`config.mk`:
```
export PLATFORM = sky130hd
export DESIGN_NAME = ps2_rx_fifo
export DESIGN_NICKNAME = d
export VERILOG_FILES = /design/src/rtl/ps2_rx_fifo.sv
export SDC_FILE = /design/constraint.sdc
export NUM_CORES = 1
export LEC_CHECK = 0
export ABC_AREA = 1
export BUFFER_PORTS_ARGS = -buffer_cell sky130_fd_sc_hd__buf_2
export CAP_MARGIN = 10
export CORE_UTILIZATION = 50
export CTS_CLUSTER_DIAMETER = 50
export DETAILED_ROUTE_END_ITERATION = 6
export GPL_ROUTABILITY_DRIVEN = 0
export PLACE_DENSITY = 0.79
export SLEW_MARGIN = 20
export SYNTH_ARGS = -nofsm -noshare
export SYNTH_HDL_FRONTEND = slang
export SYNTH_SLANG_ARGS = --single-unit
export TNS_END_PERCENT = 1
```
`constraint.sdc`:
```
create_clock -name i_clk -period 5.55 [get_ports i_clk]
set_input_delay 0.8325 -clock i_clk [delete_from_list [all_inputs] [get_ports i_clk]]
set_output_delay 0.8325 -clock i_clk [all_outputs]
set_load 0.01 [all_outputs]
```
`src/rtl/ps2_rx_fifo.sv`:
```
// PS/2 device-to-host receiver: ps2c glitch filter, 11-bit frame checker, receive FIFO.
// Optional inter-bit watchdog enabled by defining PS2_RX_TIMEOUT_EN.
module ps2_rx_fifo #(
  parameter int FILTER_LEN     = 8,
  parameter int FIFO_DEPTH     = 4,
  parameter int TIMEOUT_CYCLES = 50000
) (
  input  logic                          i_clk,
  input  logic                          i_reset_n,
  input  logic                          i_ps2d,
  input  logic                          i_ps2c,
  input  logic                          i_rx_en,
  output logic                          o_rx_idle,
  output logic [7:0]                    o_dout,
  output logic                          o_dout_valid,
  input  logic                          i_dout_ready,
  output logic [$clog2(FIFO_DEPTH):0]   o_fifo_count,
  output logic                          o_err_parity,
  output logic                          o_err_frame,
  output logic                          o_err_overflow,
  output logic                          o_err_timeout
);
  localparam int ADDR_W = $clog2(FIFO_DEPTH);

  typedef enum logic [1:0] {S_IDLE, S_DPS, S_CHECK} state_t;

  state_t                r_state, w_state_next;
  logic [FILTER_LEN-1:0] r_filt_sh;
  logic                  r_filt, w_filt_next, w_fall;
  logic [10:0]           r_shift, w_shift_next;
  logic [3:0]            r_bitcnt, w_bitcnt_next;
  logic                  w_frame_err, w_par_err, w_push_req, w_wd_expire;
  logic                  r_err_parity, r_err_frame, r_err_overflow;

  logic [7:0]            r_mem [FIFO_DEPTH];
  logic [ADDR_W-1:0]     r_wr_ptr, r_rd_ptr;
  logic [ADDR_W:0]       r_count;
  logic                  w_full, w_push, w_pop;

  // Filtered clock only changes once the whole window agrees.
  always_comb begin
    w_filt_next = r_filt;
    if (&r_filt_sh)       w_filt_next = 1'b1;
    else if (~|r_filt_sh) w_filt_next = 1'b0;
  end
  assign w_fall = r_filt & ~w_filt_next;

  always_comb begin
    w_state_next  = r_state;
    w_shift_next  = r_shift;
    w_bitcnt_next = r_bitcnt;
    w_frame_err   = 1'b0;
    w_par_err     = 1'b0;
    w_push_req    = 1'b0;
    case (r_state)
      S_IDLE: begin
        if (w_fall && i_rx_en) begin
          w_shift_next  = {i_ps2d, r_shift[10:1]};
          w_bitcnt_next = 4'd9;
          w_state_next  = S_DPS;
        end
      end
      S_DPS: begin
        if (w_fall) begin
          w_shift_next = {i_ps2d, r_shift[10:1]};
          if (r_bitcnt == 4'd0) w_state_next = S_CHECK;
          else                  w_bitcnt_next = r_bitcnt - 4'd1;
        end else if (w_wd_expire) begin
          w_state_next = S_IDLE;
        end
      end
      S_CHECK: begin
        w_state_next = S_IDLE;
        if (r_shift[0] || !r_shift[10])   w_frame_err = 1'b1;
        else if ((^r_shift[9:1]) == 1'b0) w_par_err   = 1'b1;
        else                              w_push_req  = 1'b1;
      end
      default: w_state_next = S_IDLE;
    endcase
  end

`ifdef PS2_RX_TIMEOUT_EN
  localparam int                WD_W   = $clog2(TIMEOUT_CYCLES);
  localparam logic [WD_W-1:0]   WD_MAX = WD_W'(TIMEOUT_CYCLES - 1);
  logic [WD_W-1:0] r_wd;
  logic            w_wd_clr;
  logic            r_err_timeout;

  assign w_wd_clr    = w_fall && ((r_state == S_IDLE && i_rx_en) || r_state == S_DPS);
  assign w_wd_expire = (r_state == S_DPS) && !w_fall && (r_wd == WD_MAX);

  always_ff @(posedge i_clk or negedge i_reset_n) begin
    if (!i_reset_n) begin
      r_wd          <= '0;
      r_err_timeout <= 1'b0;
    end else begin
      r_err_timeout <= w_wd_expire;
      if (w_wd_clr)               r_wd <= '0;
      else if (r_state == S_DPS)  r_wd <= r_wd + 1'b1;
    end
  end
  assign o_err_timeout = r_err_timeout;
`else
  assign w_wd_expire   = 1'b0;
  assign o_err_timeout = 1'b0;
`endif

  assign w_full = (r_count == (ADDR_W + 1)'(FIFO_DEPTH));
  assign w_pop  = o_dout_valid & i_dout_ready;
  // A full FIFO still takes the byte if the head leaves in the same cycle.
  assign w_push = w_push_req & (~w_full | w_pop);

  always_ff @(posedge i_clk or negedge i_reset_n) begin
    if (!i_reset_n) begin
      r_state        <= S_IDLE;
      r_filt_sh      <= '0;
      r_filt         <= 1'b0;
      r_shift        <= '0;
      r_bitcnt       <= '0;
      r_err_parity   <= 1'b0;
      r_err_frame    <= 1'b0;
      r_err_overflow <= 1'b0;
      r_wr_ptr       <= '0;
      r_rd_ptr       <= '0;
      r_count        <= '0;
    end else begin
      r_state        <= w_state_next;
      r_filt_sh      <= {i_ps2c, r_filt_sh[FILTER_LEN-1:1]};
      r_filt         <= w_filt_next;
      r_shift        <= w_shift_next;
      r_bitcnt       <= w_bitcnt_next;
      r_err_parity   <= w_par_err;
      r_err_frame    <= w_frame_err;
      r_err_overflow <= w_push_req & w_full & ~w_pop;
      if (w_push) r_wr_ptr <= r_wr_ptr + 1'b1;
      if (w_pop)  r_rd_ptr <= r_rd_ptr + 1'b1;
      case ({w_push, w_pop})
        2'b10:   r_count <= r_count + 1'b1;
        2'b01:   r_count <= r_count - 1'b1;
        default: r_count <= r_count;
      endcase
    end
  end

  always_ff @(posedge i_clk) begin
    if (w_push) r_mem[r_wr_ptr] <= r_shift[8:1];
  end

  assign o_rx_idle      = (r_state == S_IDLE);
  assign o_dout_valid   = (r_count != '0);
  assign o_dout         = o_dout_valid ? r_mem[r_rd_ptr] : 8'h00;
  assign o_fifo_count   = r_count;
  assign o_err_parity   = r_err_parity;
  assign o_err_frame    = r_err_frame;
  assign o_err_overflow = r_err_overflow;
endmodule
```
==> metrics.md, run 1 <==
| Metric | Value |
|---|---|
| GRT Util Overall | just over 20% |
| Setup WS post-layout | just under 3 ns |
| Post-synth EDFFs | 32 |
| Synth top area share | 30.6% |
| Final period util | between 40% and 50% |
| RSZ-0062 raised after global routing | no |
| Tightest Pin Transition | 0.798 ns |
| Pwr/cell area | 378 nW/µm² |
| Skew final | 0.0106 ns |
| Post-synth cell types | 32 |
| Slowest CP cell | dfrtp_1 |
| Slowest cell delay on critical path | 0.75 ns |
| CP Data Required Time | 4.72 ns |
| Leak | approximately 1.6 nW |
| Post-synth top cells | 57 x nand2_1, 49 x nor2_1, 38 x inv_1 |
| Initial antenna violation count | 0 |
| Syn Std Cell Area | around 3100 µm² |
| Sequential area share after synthesis | 59.2% |
| DR DRC count | 0 |
| Worst IR Drop VDD | 243 µV |
| Synth async-reset ratio | 52.9% |
| Hpwl dp | 4250 µm |
| TritonRoute pass-1 iters | 4 |
| Final Hold Vio Count | 0 |
| Most common cell on crit path | nor2_1 |
| Vias in the first global route | 2,168 |
| Nets@finish | 362 |
| # resized after CTS | 0 |
| Avg Cell Area, Syn | 9.67 µm² |
| Synth Flop Type | dfrtp_1 |
| Placed insts | 413 |
| Fin crit period | approximately 2.6 ns |
| Max_cap viols | 0 |
| Cell taking the most area after synthesis | edfxtp_1 |
| Final ANT Viol Nets | 0 |
| Synth warn | 0 |
| Setup crit end kind | output pin |
| Die ar. | 6610 µm² |
| Die Width | between 80 and 90 µm |
| Total vias in the final route | 2,175 |
| Grt ovf | 0 |
| Std-Cell Rows | 28 |
| First-pass GRT wire length | ~9800 µm |
| Initial Utilization | 52.5% |
| Crit path kind | reg -> out |
| CTS root buf | clkbuf_8 |
| Diodes inserted | 0 |
| Fillcell total | 491 |
| Maximum operating frequency | 377 MHz |
| Layout cells sized above 1 | 18.1% |
| Largest net degree at the start of global routing | 37 |
| Clock Sink Count | roughly 70 |
| DP Worst Slack | between 3 and 4 ns |
| Worst-path cell chain | nor2_1 -> nor2_1 -> o21ai_0 -> a21oi_1 -> buf_2 |
| Setup_tns | 0 ns |
| Clock buffer count from CTS | 9 |
| HP Class | reg -> reg |
| CP startpoint kind | flop |
| Final Max Slew Viols | 0 |
| Avg WL per Cell | ~14 µm |
| Slew headroom | between 40 and 50% |
| Area Overhead vs Synth | 11.0% |
| CTS tree | built |
| Crit-path max FO | 19 |
| Drt total wl | 5870 µm |
| Syn Nets | 338 |
| Io pins | 23 |
| Min Hold Slack | 0.377 ns |
| Count leader, synth | nand2_1 |
| # setup viols final | 0 |
| Critical Path AT | 1.82 ns |
| H-Tree Level Count | 3 |
| Die Height | 81.3 µm |
| CTS max path bufs | 2 |
| Clk slew on worst S/H paths | 0.07 ns |
| # port buffers | 21 |
| Final Instance Count excl. Fillers | between 400 and 500 |
| Post-synthesis cell count | 325 |
| Initial drt markers | 122 |
| Outcome | finished clean |
| Yosys reg bits | 68 |
| Hold bufs inserted after CTS | 0 |
| Synth top area cells | edfxtp_1 31%, dfrtp_1 29%, nand2_1 6.8%, nor2_1 5.9%, inv_1 4.5% |
| Core area | 5990 µm² |
| Vias per cell | ~5 |
| Worst-Skew Late Latency | 0.34 ns |
| Postcts setup bufs | 0 |
-- placed cells by master, fill, tap and decap left out, types with 2 or more instances in the layout --
master,count
nor2_1,49
clkinv_2,2
dfrtp_1,36
xor2_1,3
clkbuf_8,9
ha_1,6
nor3_1,2
o21ai_1,6
nand3_1,12
o211ai_1,2
a21oi_1,10
inv_1,38
nand4_1,5
edfxtp_1,32
inv_2,7
nand2_1,57
nor2_4,3
clkinvlp_4,2
nor4_1,2
nand2_2,9
o21ai_0,24
buf_2,21
nand3_2,4
-- power by group --
part	internal [W]	switching, W	leakage (nW)
Clock	0.000207	0.000184	0.0927
Combinational	0.000127	0.000201	0.777
Sequential	0.000550	0.0000498	0.761
-- critical path: cells and delay by family (launching register included) --
kind / cells / cell delay [ns]
simple gates: 2 / 0.31
flops: 1 / 0.75
buf+inv: 1 / 0.14
compound gates: 2 / 0.28
-- final timing paths --
| path | start | end | slack [ns] | cells past startpoint |
|---|---|---|---|---|
| worst max register to register | r_shift[2]$_DFFE_PN0P_ | r_mem[3][4]$_DFFE_PP_ | 3.24 | 10 |
| worst max-delay path | r_rd_ptr[0]$_DFFE_PN0P_ | o_dout[6] | 2.90 | 5 |
| worst min-delay path | r_filt_sh[4]$_DFF_PN0_ | r_filt_sh[3]$_DFF_PN0_ | 0.38 | 0 |
| min in group asynchronous | i_reset_n | r_state[0]$_DFFE_PN0P_ | 0.57 | 1 |
| worst min register to register | r_filt_sh[4]$_DFF_PN0_ | r_filt_sh[3]$_DFF_PN0_ | 0.38 | 0 |
| max in group asynchronous | i_reset_n | r_shift[4]$_DFFE_PN0P_ | 4.47 | 1 |
-- cell families after synthesis --
family                     after synthesis  synth area share, %
DFF                                     68                 59.2
xor gates and xnor gates                 5                 1.63
and+or+nand+nor                        147                 22.0
AOI/OAI and AO/OA                       43                 7.13
adders and majority gates                7                 3.03
other                                    1                0.119
buffers and inverters                   54                 6.89
-- sequential cells by signal (all words and copies together), names as in the netlist --
name	cells
o_fifo_count	3
r_bitcnt	4
r_shift	11
r_state	2
r_rd_ptr	2
o_err_frame	1
o_err_overflow	1
r_mem	32
o_err_parity	1
r_filt	1
r_filt_sh	8
r_wr_ptr	2
-- area by class of cell --
cell class,instances,area [µm²],share of cell area (%)
clock buffers,10,128,3.66
inverters,46,173,4.95
flip-flops and latches,68,1860,53.4
repair buffers,21,105,3.01
well taps,75,93.8,2.69
clock inverters,6,63.8,1.83
multi-input cells,203,1060,30.5
-- per-stage QoR --
stage	utilization (%)	instance area [µm²]	power, W
CTS	58.2	3490	0.00133
global placement	55.1	3300	0.000923
floorplan	-	3140	0.000833
finish	58.2	3490	0.00132
global route	58.2	3490	0.00139
detailed placement	55.1	3300	0.000938
-- routing by layer --
layer | up-vias | global-route usage (%) | wire, µm
met3 | 8 | 6.85 | 240
met1 | 1026 | 23.4 | 2460
met4 | 0 | 5.54 | 52
li1 | 1099 | - | -
met2 | 42 | 36.4 | 3120
met5 | - | 0 | 0
Note: power is estimated with default switching activity, not from simulation.
==> inputs of run 2 (changes only) <==
- clock period: 5.55 -> 2.5 ns (I/O delays scaled with it)
==> metrics.md, run 2 (synthesis results as in run 1) <==
| Metric | Value |
|---|---|
| Min Hold Slack | 0.121 ns (-0.256 ns) |
| Die ar. | 6610 µm² (unchanged) |
| # setup viols final | 0 (unchanged) |
| Biggest register | r_mem |
| Layer with the highest usage | met2 |
| Flop2flop setup slack | 0.45 ns (-2.79 ns) |
| H-Tree Level Count | 3 (unchanged) |
| Setup crit end kind | output pin |
| Die Width | 81.3 µm (unchanged) |
| Avg WL per Cell | 12.2 µm (-11%) |
| Met1 Track Usage GR | 21.0% (-2.4 points) |
| Area Overhead vs Synth | 12.9% |
| Clk pwr share | 31.6% (+1.9 points) |
| Layout cells sized above 1 | 19.3% (+1.2 points) |
| Core area | 5990 µm² (unchanged) |
| Internal | 0.00207 W (+130%) |
| HP Class | in -> async |
| Biggest regs | r_mem x32, r_shift x11, r_filt_sh x8 |
| GRT Util Overall | 17.9% (-2.6 points) |
| Vias per cell | 5.06 (-0.19%) |
| Crit-path max FO | 9 (-10) |
| Setup_tns | 0 ns (unchanged) |
| Nets@finish | 367 (+1.4%) |
| Hpwl dp | 3720 µm (-12%) |
| Maximum operating frequency | 441 MHz |
| RR Endpoint | o_fifo_count[2]$_DFFE_PN0P_ |
| Placed insts | 418 (+1.2%) |
| Drt total wl | 5290 µm (-9.9%) |
| Flop pwr share | 43.6% (-1.9 points) |
| Tightest Pin Transition | 0.791 ns (-0.00688 ns) |
| First-pass GRT wire length | 8730 µm (-11%) |
| Max reg flops | 32 (unchanged) |
| Hold bufs inserted after CTS | 0 (unchanged) |
| Sw power | 0.000943 W (+120%) |
| DR DRC count | 0 (unchanged) |
| Skew final | 0.00480 ns (-0.00578 ns) |
| CTS tree | built |
| Postcts setup bufs | 0 (unchanged) |
| # port buffers | 21 (unchanged) |
| Die Height | 81.3 µm (unchanged) |
| Initial antenna violation count | 0 (unchanged) |
| Combinational fraction of design power | 24.8% (about the same) |
| Clock Sink Count | 68 (unchanged) |
| RR Startpoint | r_shift[2]$_DFFE_PN0P_ |
| Pwr/cell area | 849 nW/µm² (+120%) |
| Clk slew on worst S/H paths | 0.07 ns (about the same) |
| Leak | 1.67 nW (+2.2%) |
| Most frequent cells in the layout | 57 x nand2_1, 49 x nor2_1, 38 x inv_1 |
| CP startpoint kind | flop |
| Outcome | finished clean |
| CTS root buf | clkbuf_8 |
| Clock buffer count from CTS | 9 (unchanged) |
| Std-Cell Rows | 28 (unchanged) |
| Grt ovf | 0 (unchanged) |
| CP Data Required Time | 2.12 ns (-2.60 ns) |
| Vias in the first global route | 2,061 (-4.9%) |
| GR Layer Usage met2 | 30.8% (-5.7 points) |
| Most common cell after layout, fill and taps aside | nand2_1 |
| # resized after CTS | 0 (unchanged) |
| Total vias in the final route | 2,191 (+0.74%) |
| Slew headroom | 47.3% (+0.46 points) |
| Final Hold Vio Count | 0 (unchanged) |
| Worst IR Drop VDD | 512 µV (+110%) |
| Final ANT Viol Nets | 0 (unchanged) |
| Initial Utilization | 52.5% (unchanged) |
| Fin crit period | between 2 and 2.5 ns |
| Switching share of power | 31.3% (-1.6 points) |
| TritonRoute pass-1 iters | 4 (unchanged) |
| Final period util | between 90 and 100% |
| Diodes inserted | 0 (unchanged) |
| CTS max path bufs | 2 (unchanged) |
| Reg2Reg Depth | 15 (+5) |
| Crit path kind | reg -> out |
| Final Instance Count excl. Fillers | 433 (+0.93%) |
| Grt met3 use | 3.37% (-3.5 points) |
| Max_cap viols | 0 (unchanged) |
| Worst-Skew Late Latency | 0.33 ns (about the same) |
| Largest net degree at the start of global routing | 37 (unchanged) |
| Initial drt markers | 109 (-11%) |
| Final Max Slew Viols | 0 (unchanged) |
| RSZ-0062 raised after global routing | no |
| Critical Path AT | 1.89 ns (+0.07 ns) |
| Io pins | 23 (unchanged) |
-- run 2: cell count changes in the layout (fill, tap and decap cells not counted), sizes merged --
cell | before | now
clkinv | 3 | 2
clkbuf | 10 | 9
bufinv | 1 | 2
buf | 21 | 26
-- run 2: how the worst max path moves through the flow --
stage	cells after the start	slack (ns)	startpoint	endpoint
final	5	0.23	r_rd_ptr[1]$_DFFE_PN0P_	o_dout[0]
after global routing	5	0.12	r_rd_ptr[1]$_DFFE_PN0P_	o_dout[0]
after CTS	5	0.23	r_rd_ptr[1]$_DFFE_PN0P_	o_dout[0]
after detailed placement	14	0.47	r_shift[1]$_DFFE_PN0P_	o_fifo_count[2]$_DFFE_PN0P_
after global placement	14	0.53	r_shift[2]$_DFFE_PN0P_	o_fifo_count[2]$_DFFE_PN0P_
after floorplan	11	0.54	r_shift[1]$_DFFE_PN0P_	r_mem[0][0]$_DFFE_PP_
-- run 2: power by group through the flow --
stage | sequential [W] | clock [W] | combinational (W)
floorplan | 0.00129 | 0 | 0.000558
global placement | 0.00133 | 0 | 0.000720
detailed placement | 0.00134 | 0 | 0.000750
CTS | 0.00132 | 0.000984 | 0.000753
global route | 0.00132 | 0.00102 | 0.000852
finish | 0.00131 | 0.000954 | 0.000747
-- run 2: routing by layer --
metal | vias to the layer above | routed length (µm)
li1 | 1102 | -
met1 | 1052 | 2370
met2 | 27 | 2690
met3 | 10 | 132
met4 | 0 | 92
met5 | - | 0
-- run 2: final cells by class --
type / instances / area, µm²
clock buffer: 9 / 124
clock inverter: 6 / 88.8
fill: 508 / 2440
inverter: 46 / 173
multi-input combinational: 203 / 1060
sequential: 68 / 1860
tap: 75 / 93.8
timing repair buffer: 26 / 143
-- run 2: critical path, cell delays in order, from the launching register on --
cell and delay, ns:
dfrtp_1 0.53, clkinv_1 0.37, nor2_1 0.18, o21ai_0 0.11, a21oi_1 0.20, buf_2 0.16
-- run 2: metrics by stage --
step / instance area (µm²) / setup WS (ns) / utilization (%) / power [W]
after floorplan: 3140 / 0.543 / - / 0.00185
after global placement: 3340 / 0.529 / 55.7 / 0.00205
after detailed placement: 3340 / 0.466 / 55.7 / 0.00209
after CTS: 3550 / 0.228 / 59.2 / 0.00305
after global routing: 3550 / 0.124 / 59.2 / 0.00320
final: 3550 / 0.233 / 59.2 / 0.00301
